## config.mk

```make
export PLATFORM = sky130hd
export DESIGN_NAME = sram_port_arbiter
export DESIGN_NICKNAME = d
export VERILOG_FILES = /design/src/rtl/sram_arb_pkg.sv /design/src/rtl/sram_arb_streak.sv /design/src/rtl/sram_port_arbiter.sv
export SDC_FILE = /design/constraint.sdc
export NUM_CORES = 1
export LEC_CHECK = 0
export BUFFER_PORTS_ARGS = -buffer_cell sky130_fd_sc_hd__buf_2
export CAP_MARGIN = 5
export CORE_AREA = 4 4 108 110
export CTS_BUF_LIST = sky130_fd_sc_hd__clkbuf_8 sky130_fd_sc_hd__clkbuf_16
export DETAILED_ROUTE_END_ITERATION = 12
export DIE_AREA = 0 0 112 114
export PLACE_DENSITY = 0.84
export RECOVER_POWER = 50
export SKIP_LAST_GASP = 1
export SLEW_MARGIN = 10
export SYNTH_ARGS = -nofsm -noshare
export SYNTH_HDL_FRONTEND = slang
export SYNTH_SLANG_ARGS = --single-unit
```

## constraint.sdc

```tcl
create_clock -name clk -period 1.9 [get_ports clk]
set_input_delay 0.57 -clock clk [delete_from_list [all_inputs] [get_ports clk]]
set_output_delay 0.57 -clock clk [all_outputs]
set_load 0.005 [all_outputs]
```

## src/rtl/sram_arb_pkg.sv

```systemverilog
// sram_arb_pkg: shared types and size codes for the SRAM port arbiter.
package sram_arb_pkg;
  typedef enum logic [1:0] {IDLE, REQ, RESP} state_t;
  typedef enum logic {GNT_INST, GNT_DATA} gnt_t;
  localparam logic [1:0] SZ_BYTE = 2'd0;
  localparam logic [1:0] SZ_HALF = 2'd1;
  localparam logic [1:0] SZ_WORD = 2'd2;
endpackage

```

## src/rtl/sram_arb_streak.sv

```systemverilog
// sram_arb_streak: saturating count of data grants taken while a fetch waits.
module sram_arb_streak #(
  parameter int MAX = 4
) (
  input  logic clk,
  input  logic resetn,
  input  logic inc,
  input  logic clr,
  output logic limit
);
  localparam int W = $clog2(MAX + 1);
  logic [W-1:0] cnt;
  assign limit = cnt == W'(MAX);
  always_ff @(posedge clk or negedge resetn)
    if (!resetn) cnt <= '0;
    else if (clr) cnt <= '0;
    else if (inc && !limit) cnt <= cnt + 1'b1;
endmodule

```

## src/rtl/sram_port_arbiter.sv

```systemverilog
// sram_port_arbiter: shares one SRAM-like port between fetch and data requesters,
// one transaction in flight, data first unless fetch has waited MAX_DATA_STREAK grants.
module sram_port_arbiter
  import sram_arb_pkg::*;
#(
  parameter int ADDR_W          = 32,
  parameter int DATA_W          = 32,
  parameter int MAX_DATA_STREAK = 4
) (
  input  logic              clk,
  input  logic              resetn,
  input  logic              inst_req,
  input  logic [ADDR_W-1:0] inst_addr,
  output logic              inst_addr_ok,
  output logic              inst_data_ok,
  output logic [DATA_W-1:0] inst_rdata,
  input  logic              data_req,
  input  logic              data_wr,
  input  logic [1:0]        data_size,
  input  logic [3:0]        data_wstrb,
  input  logic [ADDR_W-1:0] data_addr,
  input  logic [DATA_W-1:0] data_wdata,
  output logic              data_addr_ok,
  output logic              data_data_ok,
  output logic [DATA_W-1:0] data_rdata,
  output logic              mem_req,
  output logic              mem_wr,
  output logic [1:0]        mem_size,
  output logic [3:0]        mem_wstrb,
  output logic [ADDR_W-1:0] mem_addr,
  output logic [DATA_W-1:0] mem_wdata,
  input  logic              mem_addr_ok,
  input  logic              mem_data_ok,
  input  logic [DATA_W-1:0] mem_rdata,
  output logic              busy
);
  state_t state;
  gnt_t   gnt;
  logic   live, limit, grant_inst, grant_data, resp_phase;
  // resetn gates the combinational grant so no addr_ok escapes while reset is held
  assign live         = state == IDLE && resetn;
  assign grant_data   = live && data_req && !(inst_req && limit);
  assign grant_inst   = live && inst_req && !grant_data;
  assign inst_addr_ok = grant_inst;
  assign data_addr_ok = grant_data;
  assign resp_phase   = state == RESP || (state == REQ && mem_addr_ok);
  assign inst_data_ok = mem_data_ok && resp_phase && gnt == GNT_INST;
  assign data_data_ok = mem_data_ok && resp_phase && gnt == GNT_DATA;
  assign inst_rdata   = mem_rdata;
  assign data_rdata   = mem_rdata;
  assign mem_req      = state == REQ;
  assign busy         = state != IDLE;
  sram_arb_streak #(.MAX(MAX_DATA_STREAK)) u_streak (
    .clk   (clk),
    .resetn(resetn),
    .inc   (grant_data && inst_req),
    .clr   (grant_inst || (grant_data && !inst_req)),
    .limit (limit)
  );
  always_ff @(posedge clk or negedge resetn)
    if (!resetn) begin
      state     <= IDLE;
      gnt       <= GNT_INST;
      mem_wr    <= 1'b0;
      mem_size  <= SZ_BYTE;
      mem_wstrb <= '0;
      mem_addr  <= '0;
      mem_wdata <= '0;
    end else begin
      case (state)
        IDLE:
          if (grant_data) begin
            state     <= REQ;
            gnt       <= GNT_DATA;
            mem_wr    <= data_wr;
            mem_size  <= data_size;
            mem_wstrb <= data_wstrb;
            mem_addr  <= data_addr;
            mem_wdata <= data_wdata;
          end else if (grant_inst) begin
            state     <= REQ;
            gnt       <= GNT_INST;
            mem_wr    <= 1'b0;
            mem_size  <= SZ_WORD;
            mem_wstrb <= '0;
            mem_addr  <= inst_addr;
            mem_wdata <= '0;
          end
        REQ:     if (mem_addr_ok) state <= mem_data_ok ? IDLE : RESP;
        RESP:    if (mem_data_ok) state <= IDLE;
        default: state <= IDLE;
      endcase
    end
endmodule

```

==> reports/metrics.sh <==
CTSROOTBUFFERMASTER='clkbuf_8'
ROUTABILITYCONGESTION=0.840
DIE_HEIGHT_UM=114
WORSTSKEWPAIRLATENCY_NS=0.34
MOST_COMMON_LIBRARY_CELL_IN_THE_LAYOUT_IGNORING_FILL_AND_TAPS='buf_2'
DIE_W_UM=112
FINAL_LAYOUT_SIZE_SUFFIX_GT1_SHARE_PCT=53.6
FINALHOLDVIOLCOUNT=0
CTS_BUFFERS=9
NUMBER_OF_GLOBAL_ROUTE_VIAS_BEFORE_REPAIR=3446
FP.DIEAREA_UM2=12800
CLOCK.FMAX_MHz=497
P_LEAK_nW=2.39
SKEW_NS=0.0114
CLK_TRANSITION_REPORTED_PATHS_NS=0.09
VIASPERCELL=5.18
ROUTE.DETAILED.WL_PER_INST_UM=17.4
CP.ARRIVAL_NS=1.44
FIN_SETUP_TNS_NS=-0.380
GRT_USE_TOTAL_PCT=17.2
REG2REG_SETUP_SLACK_NS=0.24
PLACEMENT.IO_BUFFERS=185
CP-END-KIND='output pin'
PLACEABLECOREAREA_UM2=10700
DP.FINAL_HPWL_MM=8.45
MAX_SLEW.WORST_PIN.SLEW_NS=0.827
WIRE_LENGTH_OF_THE_FIRST_GLOBAL_ROUTING_PASS_MM=17.6
SETUP.WORST_PATH.START='state[0]$_DFFE_PN0P_'
GRT_START_MAX_NET_PINS=42
DR.PASS1.ITERS=6
CLOCK_TREE.HTREE_LEVEL_COUNT=3
SYNTH_AREA_PER_CELL_UM2=10.8
WORST-PATH-MAX-FANOUT=5
PLACEMENT_ROW_COUNT=38
MAXIMUM_BUFFER_DEPTH_OF_THE_CLOCK_TREE=2
DRC=0
YOSYSWARNINGS=0
VIOLATIONS='negative setup slack'
DIODES=0
SEQUENTIAL_FRACTION_OF_THE_SYNTHESIS_AREA_PCT=47.8
SYNTH.LIB_CELLS_USED.DISTINCT=33
DETAIL-ROUTE-ANTENNA-NETS=0
AREA_DELTA_SYNTH_FINAL_PCT=24.7
NETLIST_AREA_UM2=4030
START_KIND='register'
INITIAL_CORE_UTIL_PCT=37.7
MOST_USED_CELLS_IN_THE_LAYOUT_EXCLUDING_FILL_AND_TAP_CELLS='184 x buf_2, 75 x dfrtp_1, 38 x a22o_1, 34 x nand3_1, 33 x o21ai_0'
HOLD_WS_NS=0.228
TIMING.REG2REG.WORST_PATH_DEPTH=7
DETAILEDPLACE.WORSTSLACK_NS=0.0471
ANTENNA_FOUND_INITIAL=0
WIRELENGTH_MM=11.2
VIA_COUNT=3353
TIMING.SETUP.CRITICAL_PATH_CLASS='register to output pin'
SETUP_VIOL_COUNT_FINAL=4
CTS_NUM_SINKS=77
HOLDCRITPATHCLASS='primary input to asynchronous set/reset pin'
POWER_DENSITY_nW_PER_UM2=1130
YS_FF_LATCH=77
REG2REG_LAUNCH_POINT='state[0]$_DFFE_PN0P_'
CP-ENDPOINT='inst_addr_ok'
MAXCAPVIOLCOUNT=0
RUN_STATUS='complete, but fails checks'
INITIAL_DRT_MARKERS=135
GRT_REMAINING_OVERFLOW=0
RSZ0062_AT_GRT='yes'
FINALCOREUTILIZATION_PCT=47.0
DESIGN_POWER_TOTAL_mW=5.69
REPORT.FINAL.SLEW_VIOL_COUNT=0
LAYOUT_MIN_CYCLE_TIME_NS=2.01
IO-PIN-COUNT=282
SYNTHESIS.INSTANCES=374
MAXSLEWHEADROOM_PCT=44.9
CP_REQUIRED_NS=1.33
VDD_DROP_MAX_mV=0.509
TRITONCTS='built'
REGTOREGENDPOINT='mem_wdata[2]$_DFFE_PN0P_'
POST_LAYOUT_NETS=645
LAYOUT_SETUP_WS_NS=-0.113
FINALCRITPERIODSHARE_PCT=106
MAPPEDNETLISTNETS=517
cell usage after synthesis:
| master | instances | area (um2) |
|---|---|---|
| and2_4 | 1 | 8.76 |
| clkbuf_4 | 3 | 22.5 |
| nor3b_1 | 1 | 7.51 |
| ha_1 | 2 | 25.0 |
| nand3_1 | 34 | 170 |
| nor2_1 | 3 | 11.3 |
| nor2_4 | 1 | 11.3 |
| a32o_1 | 1 | 10.0 |
| a21o_1 | 1 | 7.51 |
| dfrtp_1 | 77 | 1930 |
| o21ai_0 | 33 | 165 |
| nand2b_1 | 1 | 6.26 |
| buf_6 | 4 | 45.0 |
| nor4bb_1 | 1 | 10.0 |
| and3b_1 | 1 | 8.76 |
| nand2_1 | 2 | 7.51 |
| and3_1 | 1 | 6.26 |
| a22o_1 | 38 | 333 |
| a21oi_1 | 33 | 165 |
| nor3b_4 | 1 | 18.8 |
| inv_1 | 3 | 11.3 |
| a31oi_1 | 5 | 31.3 |
| nand4bb_1 | 1 | 11.3 |
| clkbuf_1 | 7 | 26.3 |
| buf_4 | 64 | 480 |
| buf_2 | 20 | 100 |
| a31oi_2 | 29 | 363 |
| or2_1 | 1 | 6.26 |
| o21ai_1 | 1 | 5.00 |
| or2_2 | 1 | 6.26 |
| nor2b_1 | 1 | 6.26 |
| nand4_1 | 1 | 6.26 |
| o32a_1 | 1 | 10.0 |
registers in the layout, summed over array words and instances, names as in the netlist:
| register | count |
|---|---|
| mem_wdata | 32 |
| gnt | 1 |
| u_streak.cnt | 3 |
| mem_wr | 1 |
| mem_addr | 32 |
| mem_size | 2 |
| state | 2 |
| mem_wstrb | 4 |
critical path: stages, from the launching register on:
cell,delay [ns]
dfrtp_2,0.45
buf_4,0.14
nand4bb_4,0.21
nor2_4,0.13
nor2_1,0.05
buf_2,0.12
cell families after synthesis:
kind of cell	after synthesis	synth area share (%)
AO/OA/AOI/OAI	142	27.0
adder cells (fa/ha/maj)	2	0.621
buffers and inverters	101	17.0
flip-flops	77	47.8
AND/OR/NAND/NOR	52	7.51
worst min path at each step:
stage	start	to	slack (ns)
floorplan	resetn	gnt$_DFFE_PN0P_	0.27
global placement	resetn	state[0]$_DFFE_PN0P_	0.39
detailed placement	resetn	state[0]$_DFFE_PN0P_	0.39
CTS	resetn	state[0]$_DFFE_PN0P_	0.004
global route	resetn	u_streak.cnt[0]$_DFFE_PN0P_	0.23
finish	resetn	mem_size[1]$_DFFE_PN0P_	0.23
through the flow:
stage	instance area, um2	std cells
floorplan	4030	374
global placement	4710	624
detailed placement	4710	624
CTS	4980	644
global route	5020	647
finish	5020	647
power by group:
| part | internal [mW] | switching (mW) |
|---|---|---|
| sequential | 2.15 | 0.283 |
| combinational | 1.03 | 0.955 |
| clock | 0.627 | 0.655 |
| total | 3.80 | 1.89 |
layout make-up:
type,instances,area [um2]
flip-flops and latches,77,1930
fillers,1002,5670
inverters,3,11.3
clock inverters,7,82.6
multi-input cells,196,1480
well taps,140,175
repair buffers,215,1220
clock buffers,9,124
metal layers:
metal / wire length, um / track usage (%) / up-vias / part of all wire, %
met2: 5770 / 31.7 / 206 / 51
li1: - / - / 1565 / -
met1: 4180 / 18.9 / 1562 / 37
met3: 1080 / 5.25 / 20 / 9.6
met4: 209 / 6.01 / 0 / 1.9
met5: 0 / 0 / - / 0
repair_timing:
item,in CTS,in global routing
resized for setup,8,5
pin swaps,2,5
buffers inserted,4,2
gates cloned,0,0
hold endpoints to repair,0,1
hold buffers,0,1
setup endpoints to repair,4,4
(Power assumes the default switching activity.)
